<file path="config.mk">
export PLATFORM = sky130hd
export DESIGN_NAME = note_sequencer
export DESIGN_NICKNAME = d
export VERILOG_FILES = /design/src/rtl/seq_pkg.sv /design/src/rtl/note_fifo.sv /design/src/rtl/note_sequencer.sv
export SDC_FILE = /design/constraint.sdc
export NUM_CORES = 1
export LEC_CHECK = 0
export CORE_MARGIN = 1.5
export CORE_UTILIZATION = 55
export CTS_CLUSTER_SIZE = 10
export DETAILED_ROUTE_END_ITERATION = 12
export GPL_ROUTABILITY_DRIVEN = 1
export PLACE_DENSITY_LB_ADDON = 0.15
export SLEW_MARGIN = 20
export SYNTH_ARGS = -nofsm -noshare
export SYNTH_HDL_FRONTEND = slang
export SYNTH_SLANG_ARGS = --single-unit
</file>
<file path="constraint.sdc">
create_clock -name CLK -period 6.6 [get_ports CLK]
set_input_delay 1.32 -clock CLK [delete_from_list [all_inputs] [get_ports CLK]]
set_output_delay 1.32 -clock CLK [all_outputs]
set_load 0.005 [all_outputs]
</file>
<file path="src/rtl/seq_pkg.sv">
// Shared types and entry layout for the note sequencer and its FIFO.
// A note entry packs {tone, vol, dur} into 18 bits.
package seq_pkg;

  typedef enum logic [1:0] {
    ST_IDLE = 2'd0,
    ST_LOAD = 2'd1,
    ST_PLAY = 2'd2,
    ST_GAP  = 2'd3
  } state_e;

  localparam int TONE_W  = 6;
  localparam int VOL_W   = 4;
  localparam int DUR_W   = 8;
  localparam int ENTRY_W = TONE_W + VOL_W + DUR_W;

  localparam int TONE_LSB = 12;
  localparam int VOL_LSB  = 8;
  localparam int DUR_LSB  = 0;

  localparam logic [TONE_W-1:0] REST_CODE = 6'd0;
  localparam int TONE_MAX_DEFAULT = 48;

  // Codes outside 1..tone_max are treated as silent rests.
  function automatic logic is_rest(input logic [TONE_W-1:0] tone, input int tone_max);
    return (tone == REST_CODE) || (int'(tone) > tone_max);
  endfunction

endpackage

</file>
<file path="src/rtl/note_fifo.sv">
// Synchronous FIFO for note entries; extra pointer MSB separates full from empty.
// The head entry is presented combinationally so the sequencer can act on it in LOAD.
module note_fifo #(
  parameter int DEPTH = 16,
  parameter int WIDTH = 18
) (
  input  logic             clk,
  input  logic             rst_n,
  input  logic             wr_en,
  input  logic [WIDTH-1:0] wr_data,
  input  logic             rd_en,
  output logic [WIDTH-1:0] rd_data,
  output logic             full,
  output logic             empty,
  output logic             last
);

  localparam int AW = $clog2(DEPTH);
  localparam logic [AW:0] PTR_ONE = 1;

  logic [WIDTH-1:0] mem [DEPTH];
  logic [AW:0]      wr_ptr_q, wr_ptr_d;
  logic [AW:0]      rd_ptr_q, rd_ptr_d;
  logic [AW:0]      used;
  logic             wr_ok;
  logic             rd_ok;

  assign used    = wr_ptr_q - rd_ptr_q;
  assign full    = (wr_ptr_q[AW] != rd_ptr_q[AW]) && (wr_ptr_q[AW-1:0] == rd_ptr_q[AW-1:0]);
  assign empty   = (wr_ptr_q == rd_ptr_q);
  assign last    = (used == PTR_ONE);
  // Full is judged before any same-cycle pop, so a write into a full FIFO is dropped.
  assign wr_ok   = wr_en && !full;
  assign rd_ok   = rd_en && !empty;
  assign rd_data = mem[rd_ptr_q[AW-1:0]];

  always_comb begin
    wr_ptr_d = wr_ptr_q;
    rd_ptr_d = rd_ptr_q;
    if (wr_ok) wr_ptr_d = wr_ptr_q + PTR_ONE;
    if (rd_ok) rd_ptr_d = rd_ptr_q + PTR_ONE;
  end

  always_ff @(posedge clk or negedge rst_n) begin
    if (!rst_n) begin
      wr_ptr_q <= '0;
      rd_ptr_q <= '0;
    end else begin
      wr_ptr_q <= wr_ptr_d;
      rd_ptr_q <= rd_ptr_d;
    end
  end

  always_ff @(posedge clk) begin
    if (wr_ok) mem[wr_ptr_q[AW-1:0]] <= wr_data;
  end

endmodule

</file>
<file path="src/rtl/note_sequencer.sv">
// Plays buffered note entries in order: LOAD pops a note, PLAY drives the tone
// generator for dur*TICK_CYCLES cycles, GAP inserts GAP_CYCLES of silence.
module note_sequencer
  import seq_pkg::*;
#(
  parameter int TICK_CYCLES = 1_000_000,
  parameter int GAP_CYCLES  = 500_000,
  parameter int DEPTH       = 16,
  parameter int TONE_MAX    = TONE_MAX_DEFAULT
) (
  input  logic        CLK,
  input  logic        RST_N,
  input  logic        WR_EN,
  input  logic [17:0] WR_DATA,
  output logic        FULL,
  input  logic        START,
  input  logic        STOP,
  output logic        BUSY,
  output logic        DONE,
  output logic [5:0]  TONE,
  output logic [3:0]  VOL,
  output logic        EN
);

  localparam int TICK_W = (TICK_CYCLES > 1) ? $clog2(TICK_CYCLES) : 1;
  localparam int GAP_W  = (GAP_CYCLES > 0) ? $clog2(GAP_CYCLES + 1) : 1;
  localparam logic [TICK_W-1:0] TICK_LAST = TICK_W'(TICK_CYCLES - 1);
  localparam logic [GAP_W-1:0]  GAP_LAST  = GAP_W'(GAP_CYCLES - 1);

  state_e              state_q, state_d;
  logic [TICK_W-1:0]   tick_q, tick_d;
  logic [DUR_W-1:0]    unit_q, unit_d;
  logic [GAP_W-1:0]    gap_q, gap_d;
  logic [DUR_W-1:0]    dur_q, dur_d;
  logic [TONE_W-1:0]   tone_q, tone_d;
  logic [VOL_W-1:0]    vol_q, vol_d;
  logic                en_q, en_d;
  logic                busy_q, busy_d;
  logic                done_q, done_d;

  logic [ENTRY_W-1:0]  head;
  logic                fifo_full;
  logic                fifo_empty;
  logic                fifo_last;
  logic                pop;
  logic                wr_accept;
  logic [TONE_W-1:0]   head_tone;
  logic [VOL_W-1:0]    head_vol;
  logic [DUR_W-1:0]    head_dur;
  logic                head_rest;

  note_fifo #(
    .DEPTH (DEPTH),
    .WIDTH (ENTRY_W)
  ) u_fifo (
    .clk     (CLK),
    .rst_n   (RST_N),
    .wr_en   (WR_EN),
    .wr_data (WR_DATA),
    .rd_en   (pop),
    .rd_data (head),
    .full    (fifo_full),
    .empty   (fifo_empty),
    .last    (fifo_last)
  );

  assign wr_accept = WR_EN && !fifo_full;
  assign head_tone = head[TONE_LSB +: TONE_W];
  assign head_vol  = head[VOL_LSB +: VOL_W];
  assign head_dur  = head[DUR_LSB +: DUR_W];
  assign head_rest = is_rest(head_tone, TONE_MAX);

  always_comb begin
    state_d = state_q;
    tick_d  = tick_q;
    unit_d  = unit_q;
    gap_d   = gap_q;
    dur_d   = dur_q;
    tone_d  = tone_q;
    vol_d   = vol_q;
    en_d    = en_q;
    done_d  = 1'b0;
    pop     = 1'b0;

    case (state_q)
      ST_IDLE: begin
        if (START && !STOP && !fifo_empty) state_d = ST_LOAD;
      end

      ST_LOAD: begin
        pop    = 1'b1;
        tick_d = '0;
        unit_d = '0;
        gap_d  = '0;
        if (head_dur == '0) begin
          // Zero-duration entries are skipped; a write landing now keeps us going.
          if (fifo_last && !wr_accept) begin
            state_d = ST_IDLE;
            done_d  = 1'b1;
          end else begin
            state_d = ST_LOAD;
          end
        end else begin
          state_d = ST_PLAY;
          dur_d   = head_dur;
          tone_d  = head_rest ? REST_CODE : head_tone;
          vol_d   = head_vol;
          en_d    = !head_rest;
        end
      end

      ST_PLAY: begin
        if (tick_q == TICK_LAST) begin
          tick_d = '0;
          if (unit_q == dur_q - DUR_W'(1)) begin
            state_d = ST_GAP;
            unit_d  = '0;
            en_d    = 1'b0;
          end else begin
            unit_d = unit_q + DUR_W'(1);
          end
        end else begin
          tick_d = tick_q + TICK_W'(1);
        end
      end

      ST_GAP: begin
        if (gap_q == GAP_LAST) begin
          gap_d = '0;
          if (fifo_empty) begin
            state_d = ST_IDLE;
            done_d  = 1'b1;
          end else begin
            state_d = ST_LOAD;
          end
        end else begin
          gap_d = gap_q + GAP_W'(1);
        end
      end

      default: state_d = ST_IDLE;
    endcase

    // Abort drops the current note but leaves queued entries for a later START.
    if (STOP && state_q != ST_IDLE) begin
      state_d = ST_IDLE;
      en_d    = 1'b0;
      tick_d  = '0;
      unit_d  = '0;
      gap_d   = '0;
      done_d  = 1'b0;
      pop     = 1'b0;
    end

    busy_d = (state_d != ST_IDLE);
  end

  always_ff @(posedge CLK or negedge RST_N) begin
    if (!RST_N) begin
      state_q <= ST_IDLE;
      tick_q  <= '0;
      unit_q  <= '0;
      gap_q   <= '0;
      dur_q   <= '0;
      tone_q  <= '0;
      vol_q   <= '0;
      en_q    <= 1'b0;
      busy_q  <= 1'b0;
      done_q  <= 1'b0;
    end else begin
      state_q <= state_d;
      tick_q  <= tick_d;
      unit_q  <= unit_d;
      gap_q   <= gap_d;
      dur_q   <= dur_d;
      tone_q  <= tone_d;
      vol_q   <= vol_d;
      en_q    <= en_d;
      busy_q  <= busy_d;
      done_q  <= done_d;
    end
  end

  assign FULL = fifo_full;
  assign BUSY = busy_q;
  assign DONE = done_q;
  assign TONE = tone_q;
  assign VOL  = vol_q;
  assign EN   = en_q;

endmodule

</file>
==> metrics <==
status=finished clean; Layout fillers=1899; crit-path max FO=28; TritonCTS clock tree=built; Comb pwr share=27.2%; Critical Path RT=around 5300 ps; Post-CTS Setup Bufs=0; mapped cell area=about 15000 um^2; Hold Violations, Final=0; syn nets=~970; max_slew headroom=around 29%; share of layout cells above drive strength 1=a little under a fifth; syn_area_per_cell=16.4 um^2; Worst Path Class, Setup=flip-flop to output pin; Cell Pwr Density=397 nW/um^2; clock share of power=a little under 30%; setup TNS=0 ps; async set or reset register ratio after synthesis=roughly 22%; largest net degree at the start of global routing=50; CTS Buffer Depth=3; first drt pass iteration count=5; Final Critical Period=around 4200 ps; Avg WL per Cell=between 20 and 25 um; Post-synth EDFFs=approximately 290; Sequential Power Share=between 40 and 50%; Worst Tran Pin Value=1060 ps; Die X-Extent=approximately 170 um; Max Cap Viol=0; Synth top area share=between 50% and 60%; CP arrival=2890 ps; number of global-route vias before repair=8300; first-pass GRT wire length=48.2 mm; final net count=roughly 1000; fin crit share=63.7%; Ports=37; final setup fails=0; Die Ht=170 um; CTS Root Buffer Type=clkbuf_16; Final HPWL DP=18.7 mm; Mapped Cells=between 900 and 1000; synth top area cells=edfxtp_1, dfrtp_1, mux4_2; Layout area overhead=13.6%; initial antenna violation count=2; Max Slew Vio Count=0; initial core utilization=about 56%; fmax=approximately 0.24 GHz; Final ANT Viol Nets=0; Hold Path Class=flip-flop to flip-flop; CTS HTree Levels=2; area leader, netlist=edfxtp_1; Via-to-Cell Ratio=between 6 and 7; Max IR drop VDD=about 230 uV; Congestion Overflow GR=0; initial DRC count=roughly 710; commonest cells in the netlist=edfxtp_1, dfrtp_1, mux4_2; #FFs+latches synth=368; DRC=0; Int Power=between 0.004 and 0.005 W; Main synth FF type=edfxtp_1; clk sinks=~370; most common cell in the netlist=edfxtp_1; Final Skew=about 15 ps; die area=roughly 29000 um^2; ant diodes=0; Final Instance Count excl. Fillers=about 1400; Final Wtd Congestion=0.829; final hold slack=487 ps; register area share after synthesis=a little over two thirds; Core ar.=~27000 um^2; Post-CTS Resized=0; TritonCTS Buffers=43; Total GRT Usage=between 20 and 25%; Static Leak=6.00 nW; Syn. warnings=0; via count=around 8300; CP Launch Type=flip-flop; # rows=60; net load switching power=approximately 0.0020 W; critical path capture point type=output pin; Worst R2R Setup Slack=~2600 ps; clk_lat worst skew=~530 ps; unrepaired setup endpoints after global routing=false; # port buffers=36; library cells used by synthesis=54; dpl cells=approximately 1300; sw frac=between 20% and 30%; Reg clk slew, reported paths=approximately 50 ps; WL final=~31 mm; post-cts hold buffer count=0; Pwr Total=between 0.006 and 0.007 W
worst max-delay path: stages (launching register included):
cell and delay (ps):
dfrtp_4 770, buf_4 480, ha_1 230, nand4_1 130, nor2_1 150, clkdlybuf4s50_1 550
per-layer routing:
layer  global-route usage (%)  part of all wire (%)  routed length [um]  vias up
met2                     35.2                    47               14600      222
met5                        0                 0.045                  14        -
li1                         -                     -                   -     3766
met4                     7.08                   2.4                 752        2
met1                     32.5                    45               14100     4279
met3                     3.78                   5.1                1590       61
power groups by stage:
stage	logic (W)	clock network [W]	registers, W
floorplan	0.00140	0	0.00292
global placement	0.00186	0	0.00302
detailed placement	0.00189	0	0.00302
CTS	0.00189	0.00207	0.00298
global route	0.00204	0.00216	0.00301
finish	0.00187	0.00203	0.00298
logic make-up (layout without fill, tap and decap cells):
group	count (synthesis)	count (layout)	synth area share (%)
flip-flops	368	368	69.8
AND/OR/NAND/NOR	231	231	7.49
AO/OA/AOI/OAI	125	125	5.31
multiplexers	95	95	12.4
buffers and inverters	58	139	1.66
XOR/XNOR	37	37	2.12
adder cells (fa/ha/maj)	14	14	1.20
through the flow:
stage	setup slack, ps	utilization (%)	area (um^2)
2_1_floorplan	2580	-	15300
3_3_place_gp	2650	59.6	16100
3_5_place_dp	2590	59.6	16200
4_1_cts	2330	63.9	17300
5_1_grt	2190	63.9	17300
6_report	2390	63.9	17300
path summary, 6_finish.rpt:
| check | start | end | cells past startpoint |
|---|---|---|---|
| worst min-delay path | gap_q[18]$_DFFE_PN0P_ | gap_q[18]$_DFFE_PN0P_ | 1 |
| max in group asynchronous | RST_N | u_fifo.rd_ptr_q[0]$_DFFE_PN0P_ | 2 |
| min in group asynchronous | RST_N | tick_q[10]$_DFFE_PN0P_ | 1 |
| worst max-delay path | u_fifo.rd_ptr_q[0]$_DFFE_PN0P_ | FULL | 5 |
| worst min register to register | gap_q[18]$_DFFE_PN0P_ | gap_q[18]$_DFFE_PN0P_ | 1 |
| worst max register to register | u_fifo.rd_ptr_q[0]$_DFFE_PN0P_ | TONE[0]$_DFFE_PN0P_ | 8 |
area by class of cell:
| class | count | area, um^2 | area share, % |
|---|---|---|---|
| Sequential cell | 368 | 10700 | 61.5 |
| Multi-Input combinational cell | 502 | 4430 | 25.5 |
| Clock buffer | 56 | 1130 | 6.55 |
| Timing Repair Buffer | 60 | 538 | 3.10 |
| Tap cell | 372 | 465 | 2.69 |
| Inverter | 19 | 71.3 | 0.412 |
| Clock inverter | 4 | 36.3 | 0.209 |
cell usage in the layout (no fill, tap or decap), types with 14 or more instances in the layout:
cell type	n
a22o_1	15
buf_4	25
clkbuf_16	43
clkdlybuf4s50_1	35
dfrtp_1	77
edfxtp_1	288
inv_1	18
mux4_2	74
nand2_1	54
nand3_1	25
nor2_1	55
nor2b_1	14
o21ai_0	45
xnor2_1	25
state kept, by name, indices dropped and copies added, names as in the netlist:
signal,flops
tick_q,20
DONE,1
u_fifo.mem,288
TONE,6
dur_q,8
BUSY,1
EN,1
gap_q,19
u_fifo.wr_ptr_q,5
state_q,2
unit_q,8
u_fifo.rd_ptr_q,5
VOL,4
Power figures use the tool's default switching activity.
